==> src/rtl/fb_arbiter_if.sv <==
// -----------------------------------------------------------------------------
// fb_arbiter_if
//
// Purpose:
//   Bundles every signal around the frame-buffer arbiter: the display
//   controller's read path, the renderer's write/swap handshake and the
//   single RAM port the arbiter owns. clk and rst are not part of the bundle;
//   they stay plain ports on the arbiter.
//
// Parameters:
//   ADDR_W - per-bank word address width (RAM address is ADDR_W+1 bits)
//   DATA_W - RAM word width ([23:12] top-half pixel, [11:0] bottom-half pixel)
//
// Modports:
//   slave  - the arbiter's view (display/renderer/RAM-read inputs in,
//            read data, grants, bank state and RAM controls out)
//   master - the surrounding system's view (exact mirror of slave)
// -----------------------------------------------------------------------------
interface fb_arbiter_if #(
   parameter int ADDR_W = 10,
   parameter int DATA_W = 24
);

   // Display controller (read side)
   logic              disp_re;
   logic [ADDR_W-1:0] disp_addr;
   logic [DATA_W-1:0] disp_data;
   logic              disp_valid;
   logic              frame_end;

   // Renderer (write side)
   logic              wr_req;
   logic [ADDR_W-1:0] wr_addr;
   logic [DATA_W-1:0] wr_data;
   logic              wr_gnt;
   logic              swap_req;
   logic              swap_ack;
   logic              front_bank;

   // Shared single-port RAM (MSB of mem_addr selects the bank)
   logic [ADDR_W:0]   mem_addr;
   logic              mem_we;
   logic [DATA_W-1:0] mem_wdata;
   logic [DATA_W-1:0] mem_rdata;

   modport slave (
      input  disp_re, disp_addr, frame_end,
      input  wr_req, wr_addr, wr_data, swap_req,
      input  mem_rdata,
      output disp_data, disp_valid,
      output wr_gnt, swap_ack, front_bank,
      output mem_addr, mem_we, mem_wdata
   );

   modport master (
      output disp_re, disp_addr, frame_end,
      output wr_req, wr_addr, wr_data, swap_req,
      output mem_rdata,
      input  disp_data, disp_valid,
      input  wr_gnt, swap_ack, front_bank,
      input  mem_addr, mem_we, mem_wdata
   );

endinterface

==> src/rtl/fb_arbiter.sv <==
// -----------------------------------------------------------------------------
// fb_arbiter
//
// Purpose:
//   Owns the only port of the double-banked frame-buffer RAM and shares it
//   between the LED-matrix display controller (reads the front bank) and the
//   lava renderer (writes the back bank). Swaps front/back banks only at a
//   frame boundary so the panel never shows a half-rendered frame.
//
//   Port priority, highest first:
//     1. display read   -> {front_bank, disp_addr}, mem_we = 0
//     2. renderer write -> {~front_bank, wr_addr},  mem_we = 1 (WRITE state)
//     3. clear write    -> {~front_bank, clr_cnt},  data 0 (CLEAR state)
//     4. idle           -> mem_addr holds its last value, mem_we = 0
//
// Configuration:
//   FB_ARB_CLEAR_EN - when defined, every swap is followed by a CLEAR phase
//                     that zeroes all words of the new back bank, ascending,
//                     one word per port-idle cycle. When undefined, the CLEAR
//                     state and its counter do not exist and back-bank
//                     contents persist across swaps.
//
// Ports:
//   clk  - system clock
//   rst  - synchronous, active-high reset
//   bus  - fb_arbiter_if.slave:
//            disp_re/disp_addr      display read request and address
//            disp_data/disp_valid   read data (1-cycle latency) and its valid
//            frame_end              one-cycle end-of-frame pulse from display
//            wr_req/wr_addr/wr_data renderer write request (level, held)
//            wr_gnt                 write accepted this cycle (combinational)
//            swap_req/swap_ack      back bank finished / swap done pulse
//            front_bank             bank currently being displayed
//            mem_addr/mem_we/mem_wdata/mem_rdata  RAM port (sync read)
// -----------------------------------------------------------------------------
module fb_arbiter #(
   parameter int ADDR_W = 10,
   parameter int DATA_W = 24
) (
   input  logic        clk,
   input  logic        rst,
   fb_arbiter_if.slave bus
);

`ifdef FB_ARB_CLEAR_EN
   typedef enum logic [1:0] {
      ST_WRITE   = 2'd0,
      ST_PENDING = 2'd1,
      ST_CLEAR   = 2'd2
   } state_t;

   // Where the FSM lands right after a bank swap.
   localparam state_t POST_SWAP = ST_CLEAR;
   // Last word of a bank; the clear ends when the counter wraps past it.
   localparam logic [ADDR_W-1:0] CLR_LAST = '1;
`else
   typedef enum logic [1:0] {
      ST_WRITE   = 2'd0,
      ST_PENDING = 2'd1
   } state_t;

   localparam state_t POST_SWAP = ST_WRITE;
`endif

   state_t            state;
   logic              front_bank;
   logic              swap_ack;
   logic              disp_valid;
   logic [ADDR_W:0]   last_addr;

   logic              wr_gnt;
   logic              swap_now;
   logic [ADDR_W:0]   mem_addr;
   logic              mem_we;
   logic [DATA_W-1:0] mem_wdata;

`ifdef FB_ARB_CLEAR_EN
   logic [ADDR_W-1:0] clr_cnt;
   logic              clr_we;

   // A clear word is written only on cycles the display leaves the port free.
   assign clr_we = (state == ST_CLEAR) & ~bus.disp_re & ~rst;
`endif

   // ---------------------------------------------------------------------------
   // Grant and swap decisions
   // ---------------------------------------------------------------------------

   // The renderer only gets the port in WRITE and only when the display is not
   // reading. A cycle in reset never writes the RAM, so a reset that lands in
   // the middle of a clear stops the RAM writes immediately.
   assign wr_gnt = bus.wr_req & ~bus.disp_re & (state == ST_WRITE) & ~rst;

   // Swap at the edge that samples frame_end: either from PENDING, or directly
   // from WRITE when swap_req and frame_end coincide. swap_req is ignored in
   // the swap_ack cycle so a renderer that drops it in response to the ack is
   // not mistaken for a fresh request.
   assign swap_now = ~rst & bus.frame_end &
                     (((state == ST_WRITE) & bus.swap_req & ~swap_ack) |
                      (state == ST_PENDING));

   // ---------------------------------------------------------------------------
   // RAM port multiplexer
   // ---------------------------------------------------------------------------
   always_comb begin
      // NOTE: every signal assigned here gets a default first, so no path
      // through the block leaves it unassigned and no latch is inferred.
      mem_addr  = last_addr;
      mem_we    = 1'b0;
      mem_wdata = '0;

      if (rst) begin
         mem_addr = '0;
      end else if (bus.disp_re) begin
         // Reads use the bank displayed in the request cycle, so a read issued
         // alongside frame_end still sees the old front bank.
         mem_addr = {front_bank, bus.disp_addr};
      end else if (wr_gnt) begin
         mem_addr  = {~front_bank, bus.wr_addr};
         mem_we    = 1'b1;
         mem_wdata = bus.wr_data;
`ifdef FB_ARB_CLEAR_EN
      end else if (clr_we) begin
         // front_bank has already toggled, so ~front_bank is the new back bank.
         mem_addr = {~front_bank, clr_cnt};
         mem_we   = 1'b1;
`endif
      end
   end

   // ---------------------------------------------------------------------------
   // FSM and registered outputs
   // ---------------------------------------------------------------------------
   always_ff @(posedge clk) begin
      // NOTE: all state here updates with non-blocking assignments so every
      // register samples pre-edge values regardless of statement order.
      if (rst) begin
         state      <= ST_WRITE;
         front_bank <= 1'b0;
         swap_ack   <= 1'b0;
         disp_valid <= 1'b0;
         last_addr  <= '0;
`ifdef FB_ARB_CLEAR_EN
         clr_cnt    <= '0;
`endif
      end else begin
         disp_valid <= bus.disp_re;
         // Remembering the driven address lets an idle port hold it.
         last_addr  <= mem_addr;
         swap_ack   <= swap_now;

         if (swap_now) begin
            front_bank <= ~front_bank;
            state      <= POST_SWAP;
         end else begin
            case (state)
               ST_WRITE: begin
                  // swap_req with frame_end is handled by swap_now above;
                  // frame_end alone is ignored here.
                  if (bus.swap_req && !swap_ack) begin
                     state <= ST_PENDING;
                  end
               end

               ST_PENDING: begin
                  // Waits for frame_end; the swap itself is in swap_now.
               end

`ifdef FB_ARB_CLEAR_EN
               ST_CLEAR: begin
                  if (clr_we) begin
                     clr_cnt <= clr_cnt + 1'b1;
                     // Counter wraps to 0 on the last word, ready for the
                     // next clear.
                     if (clr_cnt == CLR_LAST) begin
                        state <= ST_WRITE;
                     end
                  end
               end
`endif

               default: begin
                  state <= ST_WRITE;
               end
            endcase
         end
      end
   end

   // ---------------------------------------------------------------------------
   // Outputs
   // ---------------------------------------------------------------------------
   assign bus.disp_data  = bus.mem_rdata;
   assign bus.disp_valid = disp_valid;
   assign bus.wr_gnt     = wr_gnt;
   assign bus.swap_ack   = swap_ack;
   assign bus.front_bank = front_bank;
   assign bus.mem_addr   = mem_addr;
   assign bus.mem_we     = mem_we;
   assign bus.mem_wdata  = mem_wdata;

endmodule

==> src/flat_wrapper.sv <==
// flat-port wrapper written by rule: the top's interface ports become plain ports
module fb_arbiter_flat 
#(
   parameter int ADDR_W = 10,
   parameter int DATA_W = 24
)
  (clk, rst, bus_disp_re, bus_disp_addr, bus_frame_end, bus_wr_req, bus_wr_addr, bus_wr_data, bus_swap_req, bus_mem_rdata, bus_disp_data, bus_disp_valid, bus_wr_gnt, bus_swap_ack, bus_front_bank, bus_mem_addr, bus_mem_we, bus_mem_wdata);
  fb_arbiter_if #(.ADDR_W(ADDR_W), .DATA_W(DATA_W)) bus_i ();
  input  logic clk;
  input  logic rst;
  input wire logic [$bits(bus_i.disp_re)-1:0] bus_disp_re;
  input wire logic [$bits(bus_i.disp_addr)-1:0] bus_disp_addr;
  input wire logic [$bits(bus_i.frame_end)-1:0] bus_frame_end;
  input wire logic [$bits(bus_i.wr_req)-1:0] bus_wr_req;
  input wire logic [$bits(bus_i.wr_addr)-1:0] bus_wr_addr;
  input wire logic [$bits(bus_i.wr_data)-1:0] bus_wr_data;
  input wire logic [$bits(bus_i.swap_req)-1:0] bus_swap_req;
  input wire logic [$bits(bus_i.mem_rdata)-1:0] bus_mem_rdata;
  output wire logic [$bits(bus_i.disp_data)-1:0] bus_disp_data;
  output wire logic [$bits(bus_i.disp_valid)-1:0] bus_disp_valid;
  output wire logic [$bits(bus_i.wr_gnt)-1:0] bus_wr_gnt;
  output wire logic [$bits(bus_i.swap_ack)-1:0] bus_swap_ack;
  output wire logic [$bits(bus_i.front_bank)-1:0] bus_front_bank;
  output wire logic [$bits(bus_i.mem_addr)-1:0] bus_mem_addr;
  output wire logic [$bits(bus_i.mem_we)-1:0] bus_mem_we;
  output wire logic [$bits(bus_i.mem_wdata)-1:0] bus_mem_wdata;
  assign bus_i.disp_re = bus_disp_re;
  assign bus_i.disp_addr = bus_disp_addr;
  assign bus_i.frame_end = bus_frame_end;
  assign bus_i.wr_req = bus_wr_req;
  assign bus_i.wr_addr = bus_wr_addr;
  assign bus_i.wr_data = bus_wr_data;
  assign bus_i.swap_req = bus_swap_req;
  assign bus_i.mem_rdata = bus_mem_rdata;
  assign bus_disp_data = bus_i.disp_data;
  assign bus_disp_valid = bus_i.disp_valid;
  assign bus_wr_gnt = bus_i.wr_gnt;
  assign bus_swap_ack = bus_i.swap_ack;
  assign bus_front_bank = bus_i.front_bank;
  assign bus_mem_addr = bus_i.mem_addr;
  assign bus_mem_we = bus_i.mem_we;
  assign bus_mem_wdata = bus_i.mem_wdata;
  fb_arbiter #(.ADDR_W(ADDR_W), .DATA_W(DATA_W)) u_core (.clk(clk), .rst(rst), .bus(bus_i));
endmodule
==> config.mk <==
export PLATFORM = sky130hd
export DESIGN_NAME = fb_arbiter_flat
export DESIGN_NICKNAME = d
export VERILOG_FILES = /design/src/rtl/fb_arbiter_if.sv /design/src/rtl/fb_arbiter.sv /design/src/flat_wrapper.sv
export SDC_FILE = /design/constraint.sdc
export NUM_CORES = 1
export LEC_CHECK = 0
export BUFFER_PORTS_ARGS = -buffer_cell sky130_fd_sc_hd__buf_2
export CAP_MARGIN = 10
export CELL_PAD_IN_SITES_DETAIL_PLACEMENT = 1
export CELL_PAD_IN_SITES_GLOBAL_PLACEMENT = 2
export CORE_MARGIN = 3
export CORE_UTILIZATION = 16
export DETAILED_ROUTE_END_ITERATION = 8
export GPL_ROUTABILITY_DRIVEN = 0
export HOLD_SLACK_MARGIN = 0.12
export PLACE_DENSITY_LB_ADDON = 0.25
export SLEW_MARGIN = 40
export SYNTH_ARGS = -nofsm -noshare
export SYNTH_HDL_FRONTEND = slang
export SYNTH_SLANG_ARGS = --single-unit
export TNS_END_PERCENT = 30
==> constraint.sdc <==
create_clock -name clk -period 1.8 [get_ports clk]
set_input_delay 0.09 -clock clk [delete_from_list [all_inputs] [get_ports clk]]
set_output_delay 0.09 -clock clk [all_outputs]
set_load 0.02 [all_outputs]
==> flow_summary.yaml <==
grt:
  grt_pass1_vias: 1115
  grt_antenna_before_repair: 0
  grt_pass1_wl_um: 5620
  grt_overflow: 0
  grt_max_degree: 37
  grtUsageTotal: 0.0824
route:
  highest_layer: "met4"
  wl_um: 3520
  dr_wl_met2_um: 1550
  vias_per_cell: 3.76
  drcViolationCount: 0
  wl_met1_um: 1440
  first_pass_iters: 2
  antenna_left: 0
  drtIter0Drc: 14
  vias: 1120
  met3_length_um: 479
  routedWlPerCell_um: 11.8
sta:
  tns_ps: 0
  finalCriticalPeriod_ps: 1640
  setup_violations: 0
  fin_skew_ps: 0.539
  slew_viol_final: 0
  worstMarginPinSlew_ps: 613
  grt_setup_unrepaired: "no"
  max_freq_ghz: 0.609
  period_share: 0.913
  slew_headroom: 0.591
  final-hold-violation-count: 0
cts:
  clkLatencyLatePin_ps: 240
  cts_root_buf: "clkbuf_8"
  ctsResizeCount: 0
  cts_made_buffers: 3
  clockBufferDepth: 2
  clock-sinks: 15
  cts_tree: "yes"
  clk_pin_slew_ps: 60
  htree_levels: 1
logic_synthesis:
  netlist_area_mm2: 0.00115
  synth.avg_cell_area_um2: 8.25
  synthesis.nets: 213
  ys_warn_count: 0
  syn_inst: 139
  ys_seq_elements: 15
  yosysSeqAreaShare: 0.262
  synthDistinctLibCells: 22
final_layout:
  multi_input_area_um2: 583
  layout_common_cells: "89 x buf_2, 24 x and2_1, 20 x o21a_1, 15 x dfxtp_1, 11 x mux2_2"
  fin_util: 0.227
  nNetsFinal: 277
  fill_cells: 862
  drive_gt1_frac: 0.530
  syn_to_final_growth_pct: 35.8
  layout_commonest_cell: "buf_2"
  diodes: 0
  regArea_um2: 300
worst_setup_path:
  path_buf_inv: 1
  cp_cell_sequence: "nand2b_4 > mux2_2 > o21a_1 > buf_2"
  required_ps: 1710
  path_max_fanout: 14
  slowest_delay_ps: 380
  crit_family: "multiplexers"
  slowest_stage: "mux2_2"
  worstSetupEndpointType: "output port"
  start_kind: "flip-flop"
  crit_type: "flip-flop to output port"
  cp.arrival_ps: 1550
die:
  fp.dieH_um: 90.6
  io_pins: 138
  initial_core_util: 0.167
  die_x_um: 90.6
  dieArea_mm2: 0.00821
  fp.coreArea_mm2: 0.00687
  rows: 30
run:
  drv_cap: 0
power:
  ir_drop_uv: 174
  p_leak_nw: 0.831
  p_per_area_mw_per_mm2: 591
worst_hold_path:
  min_path_type: "input pin to output port"
place:
  port_buffers: 89
  hpwl_um: 2870
status:
  status: "completed"
==> through the flow <==
step / hold WS, ps / instances / instance area (µm²) / setup WS [ps] / power (W)
floorplan: 167 / 139 / 1150 / 358 / 0.000626
global placement: 180 / 293 / 1500 / 402 / 0.000656
detailed placement: 180 / 293 / 1500 / 400 / 0.000656
CTS: 173 / 298 / 1560 / 114 / 0.000955
global route: 180 / 298 / 1560 / 39.9 / 0.000985
finish: 180 / 298 / 1560 / 157 / 0.000920
==> state kept, by name, summed over array words and instances (netlist names) <==
signal                 cells
u_core.bus.disp_valid      1
u_core.bus.front_bank      1
u_core.bus.swap_ack        1
u_core.last_addr          11
u_core.state               1
==> routing by layer <==
metal	track usage	vias up
met2	0.135	66
met4	0.0217	0
li1	-	553
met1	0.0990	489
met3	0.0342	12
met5	0	-
==> layout make-up <==
| type | count | share of cell area |
|---|---|---|
| Multi-Input combinational cell | 81 | 0.375 |
| Sequential cell | 15 | 0.193 |
| Clock buffer | 4 | 0.0289 |
| Tap cell | 96 | 0.0772 |
| Timing Repair Buffer | 92 | 0.302 |
| Inverter | 10 | 0.0241 |
==> worst reg2reg max path, cell delays in order, from the launching register on <==
cell and delay (ps):
dfxtp_1 340, nand2b_4 260, mux2_2 390, o21a_1 170
==> synth_stat cells <==
cell / instances / area, µm²
nor2b_1: 3 / 18.8
a31oi_1: 2 / 12.5
buf_4: 24 / 180
dfxtp_1: 15 / 300
or3_1: 1 / 6.26
and2_1: 24 / 150
nand2b_4: 1 / 13.8
nor3b_1: 1 / 7.51
mux2_2: 11 / 124
a21oi_1: 10 / 50.1
o21ai_0: 1 / 5.00
nor3_1: 2 / 10.0
buf_1: 1 / 3.75
inv_1: 10 / 37.5
buf_2: 3 / 15.0
nand2_1: 1 / 3.75
nor3_4: 1 / 16.3
nand3b_1: 1 / 7.51
buf_6: 1 / 11.3
o21a_1: 20 / 150
nor2_1: 2 / 7.51
clkbuf_1: 4 / 15.0
==> timing repair <==
action / CTS / global route
hold endpoints to repair: 2 / 0
endpoints found under the setup margin: 0 / 0
buffers inserted: 0 / 0
hold buffers: 1 / 0
==> worst paths after layout <==
check,endpoint,cells past startpoint,slack (ps),from
setup / recovery,bus_mem_addr[3],4,160,u_core.state[0]
hold / removal,bus_disp_data[14],0,180,bus_mem_rdata[14]
setup reg to reg,u_core.last_addr[3],3,540,u_core.state[0]
hold reg to reg,u_core.last_addr[10],2,530,u_core.last_addr[10]
==> report_power, final <==
group | switching, W | internal [W]
Sequential | 0.00000760 | 0.000357
Clock | 0.000120 | 0.000157
Combinational | 0.000148 | 0.000131
Total | 0.000275 | 0.000644
==> cell families (layout without fill, tap and decap cells) <==
family                 count (synthesis)  count (layout)  synth area share
AOI/OAI and AO/OA                     33              33             0.190
buffers and inverters                 43             106             0.229
DFF                                   15              15             0.262
muxes                                 11              11             0.108
and+or+nand+nor                       37              37             0.211
(Power assumes the default switching activity.)
